**src/rtl/scanchain_pkg.sv**
```systemverilog
// Shared types and helpers for the multilane scan-chain cell.
// Chain-op encoding plus depth and counter-width derivations.
package scanchain_pkg;

  typedef enum logic [1:0] {
    OP_HOLD    = 2'd0,
    OP_CAPTURE = 2'd1,
    OP_SHIFT   = 2'd2
  } chain_op_e;

  function automatic int depth_of(
    input int num_ios,
    input int lanes
  );
    return num_ios / lanes;
  endfunction

  // Room for 0..DEPTH plus the DEPTH+1 overrun marker.
  function automatic int cnt_width(
    input int depth
  );
    return $clog2(depth + 2);
  endfunction

endpackage

```
**src/rtl/scan_lane.sv**
```systemverilog
// One scan lane: parallel load, serial in at bit 0,
// tail out at bit DEPTH-1.
module scan_lane
  import scanchain_pkg::*;
#(
  parameter int DEPTH = 8
) (
  input  logic             clk,
  input  logic             rst,
  input  chain_op_e        op,
  input  logic [DEPTH-1:0] load,
  input  logic             sin,
  output logic [DEPTH-1:0] q,
  output logic             tail
);

  logic [DEPTH-1:0] nxt;

  generate
    if (DEPTH == 1) begin : g_one
      assign nxt = sin;
    end else begin : g_many
      assign nxt = {q[DEPTH-2:0], sin};
    end
  endgenerate

  always_ff @(posedge clk) begin
    if (rst) begin
      q <= '0;
    end else begin
      unique case (op)
        OP_CAPTURE: q <= load;
        OP_SHIFT:   q <= nxt;
        default:    q <= q;
      endcase
    end
  end

  assign tail = q[DEPTH-1];

endmodule

```
**src/rtl/scanchain_multilane.sv**
```systemverilog
// Multilane scan-chain cell: lanes, frame counter,
// strict-latch guard and optional negedge retiming.
module scanchain_multilane
  import scanchain_pkg::*;
#(
  parameter int NUM_IOS      = 8,
  parameter int LANES        = 1,
  parameter int NEGEDGE_OUT  = 1,
  parameter int STRICT_LATCH = 1
) (
  input  logic               clk_in,
  input  logic               reset_in,
  input  logic [LANES-1:0]   data_in,
  input  logic               scan_select_in,
  input  logic               shift_enable_in,
  input  logic               latch_enable_in,
  output logic               clk_out,
  output logic [LANES-1:0]   data_out,
  output logic               scan_select_out,
  output logic               shift_enable_out,
  output logic               latch_enable_out,
  input  logic [NUM_IOS-1:0] module_data_out,
  output logic [NUM_IOS-1:0] module_data_in,
  output logic               frame_done,
  output logic               latch_error
);

  localparam int DEPTH = depth_of(NUM_IOS, LANES);
  localparam int CW    = cnt_width(DEPTH);

  localparam logic [CW-1:0] CNT_LAST = CW'(DEPTH - 1);
  localparam logic [CW-1:0] CNT_FULL = CW'(DEPTH);
  localparam logic [CW-1:0] CNT_OVR  = CW'(DEPTH + 1);

  chain_op_e          op;
  logic [NUM_IOS-1:0] sr;
  logic [LANES-1:0]   tail;
  logic [CW-1:0]      shift_cnt;
  logic               latch_q;
  logic               latch_ok;
  logic               latch_rise;

  assign clk_out          = clk_in;
  assign scan_select_out  = scan_select_in;
  assign shift_enable_out = shift_enable_in;
  assign latch_enable_out = latch_enable_in;

  // Capture outranks shift when both are requested.
  always_comb begin
    op = OP_HOLD;
    priority case (1'b1)
      scan_select_in:  op = OP_CAPTURE;
      shift_enable_in: op = OP_SHIFT;
      default:         op = OP_HOLD;
    endcase
  end

  for (genvar l = 0; l < LANES; l++) begin : g_lane
    scan_lane #(
      .DEPTH(DEPTH)
    ) u_lane (
      .clk (clk_in),
      .rst (reset_in),
      .op  (op),
      .load(module_data_out[l*DEPTH +: DEPTH]),
      .sin (data_in[l]),
      .q   (sr[l*DEPTH +: DEPTH]),
      .tail(tail[l])
    );
  end

  always_ff @(posedge clk_in) begin
    if (reset_in) begin
      shift_cnt  <= '0;
      frame_done <= 1'b0;
    end else begin
      frame_done <= (op == OP_SHIFT)
                 && (shift_cnt == CNT_LAST);
      if (op == OP_CAPTURE) begin
        shift_cnt <= '0;
      end else if (op == OP_SHIFT) begin
        if (shift_cnt != CNT_OVR) begin
          shift_cnt <= shift_cnt + CW'(1);
        end
      end
    end
  end

  assign latch_ok   = (STRICT_LATCH == 0)
                   || (shift_cnt == CNT_FULL);
  assign latch_rise = latch_enable_in && !latch_q;

  // Latch reads sr before this edge's capture or shift lands.
  always_ff @(posedge clk_in) begin
    if (reset_in) begin
      module_data_in <= '0;
      latch_q        <= 1'b0;
      latch_error    <= 1'b0;
    end else begin
      latch_q     <= latch_enable_in;
      latch_error <= latch_rise && !latch_ok;
      if (latch_enable_in && latch_ok) begin
        module_data_in <= sr;
      end
    end
  end

  generate
    if (NEGEDGE_OUT != 0) begin : g_neg
      logic [LANES-1:0] dout_q;
      always_ff @(negedge clk_in) begin
        if (reset_in) begin
          dout_q <= '0;
        end else begin
          dout_q <= tail;
        end
      end
      assign data_out = dout_q;
    end else begin : g_comb
      assign data_out = tail;
    end
  endgenerate

endmodule
```
**config.mk**
```make
export PLATFORM = sky130hd
export DESIGN_NAME = scanchain_multilane
export DESIGN_NICKNAME = d
export VERILOG_FILES = /design/src/rtl/scanchain_pkg.sv /design/src/rtl/scan_lane.sv /design/src/rtl/scanchain_multilane.sv
export SDC_FILE = /design/constraint.sdc
export NUM_CORES = 1
export LEC_CHECK = 0
export CORE_ASPECT_RATIO = 0.7
export CORE_MARGIN = 1.5
export CORE_UTILIZATION = 46
export DETAILED_ROUTE_END_ITERATION = 12
export PLACE_DENSITY = 0.84
export REMOVE_ABC_BUFFERS = 1
export SETUP_SLACK_MARGIN = 0.15
export SYNTH_ARGS = -nofsm -noshare
export SYNTH_HDL_FRONTEND = slang
export SYNTH_SLANG_ARGS = --single-unit
```
**constraint.sdc**
```tcl
create_clock -name clk_in -period 1.4 [get_ports clk_in]
set_input_delay 0.28 -clock clk_in [delete_from_list [all_inputs] [get_ports clk_in]]
set_output_delay 0.28 -clock clk_in [all_outputs]
set_load 0.03 [all_outputs]
```
==> Word level (Yosys, flattened, before mapping) <==
Index checks and enable logic that the tools add are counted.
{ "classes": {"add_sub_neg": 1, "n_eq_ne": 5, "muxes": 3, "reduce_logical": 9} }
{ "ops": {"columns": ["operator", "n"], "rows": [
  ["8-bit case mux with 2 select lines", 1],
  ["4-bit by 1-bit adder with 4-bit output, second input constant", 1],
  ["4-bit by 3-bit == test with 1-bit output, second input constant", 1],
  ["4-bit == test, second input constant", 1],
  ["1-bit logical AND", 4],
  ["2-bit two-way mux", 2],
  ["4-bit inequality test, second input constant", 1],
  ["2-bit by 1-bit == test with 1-bit output, second input constant", 1],
  ["2-bit == test, second input constant", 1],
  ["1-bit logical NOT", 2],
  ["2-bit AND reduction", 1],
  ["2-bit nonzero test", 1],
  ["2-bit OR reduction", 1]
]} }
{ "totals": {"register_bits": 24, "input_bits": 14, "output_inout_bits": 15, "wordCells": 25} }

==> Depth between registers and ports, before layout <==
Gate-level depths: netlist of the first run.
{ "logic_depth": {"depth_word": 4, "depth_mapped": 6, "ltp_nobuf": 5} }

==> Modules after synthesis <==
A second synthesis of the first run with hierarchy kept.
{ "hier_totals": {"hier_cells": 117, "area_unflattened_um2": 1149.9} }
{ "modules_own_cells": {"columns": ["module", "instances", "cells_each", "area_each_um2", "seq_area_each_um2"], "rows": [
  ["scanchain_multilane", 1, 79, 753.2, 320.3],
  ["scan_lane", 1, 38, 396.6, 160.2]
]} }

==> results by stage, run 1 <==
Drt:
- Once detail routing completed, the nets flagged for antenna violations numbered 0.
- The number of vias per cell after detailed routing is 5.033.
- Summed over all layers, the routed wires come to 2586 um.
- The number of remaining DRC errors is 0.
- For this run, the detailed router's first-pass iteration total came to 4.
- Dividing the detail-routed wire length by the instance count gives 14.13 um.
- The final route contains 921 vias.
- For this block, the initial DRC count from the detailed router was 22.

Logic synthesis:
- The cell area after technology mapping is 1060 sq um.
- The number of different library cells used by synthesis comes to 23.
- The synthesis-stage register bit count is 24.
- Counting every instance in the synthesized netlist gives about 110.
- During synthesis, Yosys emitted a total of 0 warnings.
- Each instance of the synthesized netlist takes up on average 9.462 sq um.
- The share of synthesized area occupied by flip-flops and latches is 0.4534.

STA:
- The sum of negative setup slack is -0.5205 ns.
- The hold violation count in the final report was 0.
- The slew of the pin with the lowest slew margin is 0.2783 ns.
- Setup repair after global routing could not meet its margin everywhere.
- The final-report max-slew violation count came to 0.
- The setup skew after layout is 0.06589 ns.
- Setup violations remaining at the end of the flow were counted as 1.
- The least setup slack across all paths after layout is -0.5205 ns.
- Headroom to the max-slew limit came out at 0.8142.
- Final hold analysis gives a worst-case slack of 0.3747 ns.

Status:
- The checks that failed: negative setup slack.
- The flow ran to the end, but the final reports show violations.

Layout:
- The layout net count is around 170.
- The antenna cell count is 0.
- After filler insertion, the fill cell instance count of the layout stands at 145.
- For this run, the share of the core covered by cells in the final layout is 0.7131.
- Relative to the synthesized area, the layout overhead comes to 44.98%.
- Of the cells placed in the final design, the portion with a size suffix greater than 1 is 0.4106.

Setup path:
- The largest single stage delay on the critical path is a little over 0.3 ns.
- The signal on the critical path passes through buf_6.
- Data on the critical path arrives at its endpoint at 1.64 ns.
- The kind of cell with the highest combined delay on the critical path is flip-flops.
- The critical path is of the reg -> out type.
- STA puts the critical path data required time at between 1 and 1.5 ns.
- The buffers plus inverters on the worst setup path is 1.
- The launching element type of the critical path is a flop.
- The sort of element at the end of the critical path is an output port.
- On the critical path, the stage with the largest delay is an instance of dfxtp_2.
- Of all nets on the critical path, the largest fanout is 1.

Place:
- Summed over all nets, the half-perimeter wirelength after detailed placement is about 1600 um.
- At the end of routability-driven placement, the weighted congestion stood at 0.7636.
- The worst slack after detailed placement is -0.2413 ns.
- The number of port buffers is 28.

CTS:
- After clock tree synthesis, the clock-pin slew on the worst setup and hold paths is 0.14 ns.
- The clock latency at the later pin of the worst-skew pair is 0.51 ns.
- The CTS tree is built.

Flow run:
- The number of maximum-capacitance constraint violations is 0.

Worst hold path:
- The path class of the lowest-slack min-delay path is in -> reg.

Global route:
- The largest net degree at the start of global routing is 22.
- The global-route wire length before repair is 3781 um.
- The global route total overflow is 0.
- The number of antenna violations at the first check in global routing is 0.
- The via count of the first global-routing pass is 856.
- The global routing usage summed across all routing layers is 0.2093.

Die:
- The die span in x is slightly above 60 um.
- The die is 43.16 um tall.
- The initial core utilization is 0.4919.
- After floorplanning, the core was sized to cover around 2200 sq um.
- The top-level I/O count is 29.
- The floorplan step defined a die boundary enclosing about 2600 sq um.
- The row count is 14.

Power and ir drop:
- The worst ir drop on vdd is 687.2 uV.
- Summed over all cells, the static leakage comes to between 0.6 and 0.7 nW.
- The post-route total power is 0.001699 W.
- The power density of the placed cells is 1106 nW/um^2.
## state kept, by name, indices dropped and copies added, names as in the netlist
register,flops
latch_q,1
frame_done,1
g_lane.u_lane.q,8
module_data_in,8
data_out,1
latch_error,1
shift_cnt,4
## per-layer routing
layer  GRT usage  up-vias  share of wire
met4      0.1511        0          0.024
li1            -      449              -
met2      0.3152       28           0.50
met3     0.07927        9          0.049
met1      0.2392      435           0.43
met5           0        -              0
## synthesized netlist by cell type
library cell / instances / area, sq um
nand3b_1: 1 / 7.510
mux2i_1: 11 / 110.1
and2b_1: 1 / 7.510
mux2_2: 8 / 90.09
a21oi_1: 8 / 40.04
nor2b_1: 2 / 12.51
or3_1: 1 / 6.260
nand2_1: 22 / 82.58
xor2_1: 1 / 8.760
nor3_1: 2 / 10.01
nand3_1: 1 / 5.000
nand4_1: 1 / 6.260
nor2_1: 9 / 33.78
buf_4: 6 / 45.04
buf_6: 1 / 11.26
inv_1: 3 / 11.26
ha_1: 3 / 37.54
and4b_1: 1 / 10.01
dfxtp_1: 24 / 480.5
and3b_1: 1 / 8.760
buf_2: 2 / 10.01
nand4b_1: 2 / 17.52
nor3b_1: 1 / 7.510
## report_power, final
part | internal [W] | switching [W] | leakage [nW]
registers | 0.000702 | 0.0000159 | 0.202
clock network | 0.000439 | 0.000367 | 0.0555
logic | 0.0000982 | 0.0000757 | 0.412
total | 0.00124 | 0.000459 | 0.669
## area by class of cell
cell class	instances	area [sq um]	area share
clock buffers	8	92.59	0.06026
clock inverters	1	3.754	0.002443
inverters	2	10.01	0.006515
multi-input cells	76	525.5	0.3420
flip-flops and latches	24	498.0	0.3241
well taps	32	40.04	0.02606
repair buffers	40	366.6	0.2386
## cell families after synthesis
group / count (synthesis) / synth area share
AND/OR/NAND/NOR: 45 / 0.2031
flip-flops: 24 / 0.4534
multiplexers: 19 / 0.1889
buffers and inverters: 12 / 0.07320
AO/OA/AOI/OAI: 8 / 0.03778
adder cells (fa/ha/maj): 3 / 0.03542
XOR/XNOR: 1 / 0.008266
## layout by cell type (no fill, tap or decap), drive strengths merged, types with 6 or more instances in the layout
master         instances
nor2                   9
clkdlybuf4s50         10
mux2                   8
nand2                 22
clkbuf                 6
a21oi                  8
mux2i                 11
dfxtp                 24
buf                   29
## timing repair
action | CTS | global route
resized for setup | 76 | 32
buffers inserted | 3 | 2
setup endpoints to repair | 22 | 21
hold buffers | 0 | 0
pin swaps | 1 | 3
## through the flow
stage / area (sq um) / cells
CTS: 1450 / 181
global placement: 1364 / 171
detailed placement: 1364 / 171
floorplan: 993.5 / 103
finish: 1536 / 183
global route: 1536 / 183
## worst paths after layout
check,startpoint,endpoint,slack [ns],depth (start not counted)
setup / recovery,data_out$_SDFF_NP0_,data_out,-0.52,1
hold reg to reg,latch_q$_SDFF_PP0_,latch_error$_SDFF_PP0_,0.41,1
setup reg to reg,g_lane[0].u_lane.q[7]$_SDFFE_PP0P_,data_out$_SDFF_NP0_,0.18,1
hold / removal,scan_select_in,shift_cnt[3]$_SDFFE_PP0P_,0.37,3
Note: power is estimated with default switching activity, not from simulation.
==> run 2: changes to the inputs <==
Settings changed: CORE_UTILIZATION 46 to 47, SYNTH_HIERARCHICAL from default to 1.
==> run 2 against run 1 <==
  * The flow still finishes with violations (negative setup slack)
  * Clock skew is 0.0016 ns lower
  * Area after synthesis is 8.5% higher
  * Final cell count is 2.7% higher
  * Sequential power is 3.3% higher
  * Critical path depth stayed put
  * Global-route usage is 1.4 points higher
  * Setup slack worse by 0.014 ns
  * Sequential share of layout area is 3.1 points lower
  * Non-clock buffer count is 1 higher
  * Critical path type unchanged
  * Critical endpoint unchanged
  * Highest routed layer unchanged
==> results by stage, run 2 <==
Status:
- Result of the run: finished with violations (unchanged).
- Violated checks: negative setup slack (unchanged).

Global route:
- The largest net degree at the start of global routing came to 21 (was 22).
- The global routing usage summed across all routing layers is 0.2235 (was 0.2093).
- The layer with the highest usage after global routing is met2 (unchanged).
- The met1 track demand over resource in global routing is 0.2544 (was 0.2392).
- The global-route wire length before repair is 4526 um (was 3781 um).
- The met3 track utilization from global routing is 0.07888 (was 0.07927).
- The global route total overflow is 0 (unchanged).
- The via count of the first global-routing pass is 947 (was 856).
- The global routing met2 resource utilization was 0.3957 (was 0.3152).
- The number of antenna violations at the first check in global routing is 0 (unchanged).

Drt:
- The number of DRC markers in iteration 0 was 61 (was 22).
- The total wire length after detailed routing was 2830 um (was 2586 um).
- The number of remaining DRC errors is 0 (unchanged).
- The number of vias per cell after detailed routing was 5.133 (was 5.033).
- The detailed-router iteration count before antenna repair is 4 (unchanged).
- The total number of vias is 965 (was 921).
- The residual antenna-violating net count after detailed routing is 0 (unchanged).
- The routed length per instance is 15.05 um (was 14.13 um).

Layout:
- The relative area change from synthesis to final layout is 46.68% (was 44.98%).
- The area occupied by registers is 494.2 sq um (was 498.0 sq um).
- The proportion of layout cells with a drive suffix above 1 is 0.5192 (was 0.4106).
- Commonest cells after routing, fill and taps aside: 16 x buf_4, 13 x dfxtp_1, 12 x buf_6, 11 x dfxtp_2, 11 x clkdlybuf4s50_1 (was 21 x nand2_1, 17 x buf_4, 12 x dfxtp_1, 11 x mux2i_1, 11 x dfxtp_2).
- The number of standard cells in the final layout excluding fillers was 188 (was 183).
- The antenna cell count is 0 (unchanged).
- The filler cell count in the final layout is 154 (was 145).
- The layout net count came to 175 (was 169).
- Largest registers: g_lane.u_lane/q x8, module_data_in x8, shift_cnt x4 (was g_lane.u_lane.q x8, module_data_in x8, shift_cnt x4).
- The area of the multi-input gates is 641.9 sq um (was 525.5 sq um).
- The most frequent standard cell in the layout excluding fill and tap cells is buf_4 (was nand2_1).

STA:
- The sum of negative setup slack is -0.5349 ns (was -0.5205 ns).
- The final-report max-slew violation count is 0 (unchanged).
- The least setup slack across all paths after layout is -0.5349 ns (was -0.5205 ns).
- The slew of the pin with the lowest slew margin is 0.2864 ns (was 0.2783 ns).
- The setup skew after layout is 0.06424 ns (was 0.06589 ns).
- The worst slew slack as a fraction of its limit is 0.8091 (was 0.8142).
- The final-report setup violation count is 1 (unchanged).
- The hold violation count in the final report was 0 (unchanged).
- The final hold slack came to 0.3580 ns (was 0.3747 ns).
- Unrepaired setup endpoints after global routing: true (unchanged).

Die:
- The die span in x is 62.12 um (was 60.37 um).
- The die height was 44.39 um (was 43.16 um).
- The top-level I/O count is 29 (unchanged).
- The area of the die is 2757 sq um (was 2606 sq um).
- The initial core utilization is 0.5169 (was 0.4919).
- The area of the core is 2225 sq um (was 2155 sq um).
- The row count is 14 (unchanged).

Logic synthesis:
- The prevailing post-synth register cell was dfxtp_1 (unchanged).
- The number of standard cells after synthesis is 117 (was 112).
- The average instance area after synthesis is 9.828 sq um (was 9.462 sq um).
- The share of synthesized cell area in and, or, nand and nor gates is 0.2285 (was 0.2031).
- The synthesis-stage register bit count is 24 (unchanged).
- Top cells by instance count after synthesis: 24 x dfxtp_1, 9 x mux2i_1 (was 24 x dfxtp_1, 22 x nand2_1, 11 x mux2i_1).
- The cell area after technology mapping is 1150 sq um (was 1060 sq um).
- The share of Yosys cell area claimed by the top area cell type is 0.4178 (was 0.4534).
- The compound-cell area share of the yosys netlist was 0.1502 (was 0.03778).
- The library cell occupying the most area in the post-synthesis netlist is dfxtp_1 (unchanged).
- The share of synthesized area spent on multiplexers is 0.07835 (was 0.1889).
- Synth area leaders: dfxtp_1 42%, mux2i_1 7.8%, a21oi_2 6.1% (was dfxtp_1 45%, mux2i_1 10%, mux2_2 8.5%).
- The share of synthesized area occupied by flip-flops and latches is 0.4178 (was 0.4534).
- The async set-reset flop share out of synthesis is 0 (unchanged).
- The number of warnings issued by yosys is 6 (was 0).
- The number of enable flip-flop cells after synthesis is 0 (unchanged).
- The arithmetic-cell share of the synthesized area counting full adders, half adders and majority gates is 0.04353 (was 0.03542).
- The unique cell type count in the Yosys netlist is 31 (was 23).
- The xor and xnor fraction of the mapped netlist area is 0 (was 0.008264).
- The library cell with the highest instance count after synthesis is dfxtp_1 (unchanged).
- The largest family of logic cells by synthesized area is simple AND/OR/NAND/NOR gates (unchanged).

CTS:
- The CTS tree is built (unchanged).
- The clock latency at the later pin of the worst-skew pair is 0.51 ns (about the same).
- The register clock-pin slew on the reported worst setup and hold paths came to 0.14 ns (about the same).
- The number of hold-repair buffers added at the cts stage is 0 (unchanged).

Place:
- The number of cells after detailed placement is 178 (was 171).
- The global placer's final weighted congestion is 0.7537 (was 0.7636).
- The worst slack after detailed placement is -0.4672 ns (was -0.2413 ns).
- The estimated wirelength of the detail-placed design is 1919 um (was 1640 um).
- The number of port buffers was 28 (unchanged).

Power and ir drop:
- The worst ir drop on vdd is 1142 uV (was 687.2 uV).
- The internal power contribution was 0.001275 W (was 0.001240 W).
- The logic gate share of total power came to 0.128 (was 0.102).
- The power density of the placed cells is 1046 nW/um^2 (was 1106 nW/um^2).
- The switching share of total power came to 0.2773 (was 0.2701).
- The leakage power is 0.6579 nW (was 0.6694 nW).
- The proportion of power drawn by flip-flops and latches is 0.421 (was 0.423).
- The reported net switching power is 0.0004895 W (was 0.0004589 W).
- The power share of the clock group was 0.452 (was 0.475).
- The post-route total power came to 0.001765 W (was 0.001699 W).

Setup path:
- The kind of cell with the highest combined delay on the critical path is flip-flops (unchanged).
- The launch instance of the worst register-to-register path is g_lane[0].u_lane/q[7]$_SDFFE_PP0P_ (was g_lane[0].u_lane.q[7]$_SDFFE_PP0P_).
- The highest-delay cell along the critical path was dfxtp_2 (unchanged).
- The count of cells along the worst register-to-register path is 1 (unchanged).
- The flop-to-flop setup slack is 0.16 ns (was 0.18 ns).
- The sort of element at the end of the critical path is an output port (unchanged).
- The launching instance or port of the critical path is data_out$_SDFF_NP0_ (unchanged).
- The required arrival time at the worst endpoint is 1.12 ns (about the same).
- The critical path class is reg -> out (unchanged).
- The largest fanout on the critical path is 1 (unchanged).
- The arrival time of the worst setup path is 1.65 ns (was 1.64 ns).
- The logic depth of the worst path, buffers included was 1 (unchanged).
- The worst setup path endpoint is data_out (unchanged).
- The endpoint of the worst-slack reg-to-reg timing path is data_out$_SDFF_NP0_ (unchanged).
- The critical path's largest stage delay is 0.32 ns (was 0.31 ns).
- Cell breakdown of the critical path: buf_6 (unchanged).
- The launching element type of the critical path was a flop (unchanged).
- The buffers plus inverters on the worst setup path is 1 (unchanged).

Worst hold path:
- The path class of the lowest-slack min-delay path was in -> reg (unchanged).

Flow run:
- The number of maximum-capacitance constraint violations was 0 (unchanged).
run 2: cell count changes after synthesis, moves of 6 or more:
cell      before  now
a211oi_1       0    8
a21oi_1        8    1
a21oi_2        0    8
mux2_2         8    0
nand2_1       22    8
nand2_2        0    8
nor2_1         9    1
nor2b_1        2    8
run 2: through the flow:
step	cell area (sq um)	utilization
global route	1687	0.7582
detailed placement	1484	0.6670
finish	1687	0.7582
global placement	1484	0.6670
floorplan	1079	-
CTS	1569	0.7053
run 2: power by group through the flow:
stage	logic, W	clock network [W]	registers, W
floorplan	0.0000783	0.00000894	0.000753
global route	0.000242	0.000837	0.000745
detailed placement	0.000197	0.000128	0.000755
CTS	0.000207	0.000755	0.000740
finish	0.000225	0.000797	0.000742
global placement	0.000190	0.000128	0.000752
run 2: logic make-up after synthesis:
| group | after synthesis |
|---|---|
| buffers and inverters | 16 |
| flip-flops | 24 |
| AO/OA/AOI/OAI | 23 |
| multiplexers | 9 |
| adder cells (fa/ha/maj) | 4 |
| AND/OR/NAND/NOR | 41 |
run 2: worst min path at each step:
stage / start / end / slack (ns) / cells after the start
detailed placement: latch_q$_SDFF_PP0_ / latch_error$_SDFF_PP0_ / 0.40 / 1
global route: latch_enable_in / latch_q$_SDFF_PP0_ / 0.38 / 3
finish: latch_enable_in / latch_q$_SDFF_PP0_ / 0.36 / 3
floorplan: clk_in / clk_out / 0.28 / 0
CTS: latch_enable_in / latch_q$_SDFF_PP0_ / 0.37 / 3
global placement: latch_q$_SDFF_PP0_ / latch_error$_SDFF_PP0_ / 0.38 / 1
run 2: metal layers:
| layer | routed length, um | up-vias |
|---|---|---|
| met5 | 0 | - |
| met2 | 1364 | 39 |
| met1 | 1206 | 442 |
| li1 | - | 476 |
| met3 | 194 | 8 |
| met4 | 65 | 0 |
run 2: area by class of cell:
type	count	area share
multi-input combinational	77	0.3806
sequential	24	0.2930
timing repair buffer	41	0.2344
clock buffer	8	0.05490
tap	32	0.02374
inverter	5	0.01113
clock inverter	1	0.002226
run 2: timing repair:
| action | in CTS | in global routing |
|---|---|---|
| gates resized for setup | 81 | 37 |
| buffers inserted | 1 | 2 |
| pin swaps | 0 | 4 |
| endpoints found under the setup margin | 32 | 29 |
| hold endpoints to repair | 0 | 0 |
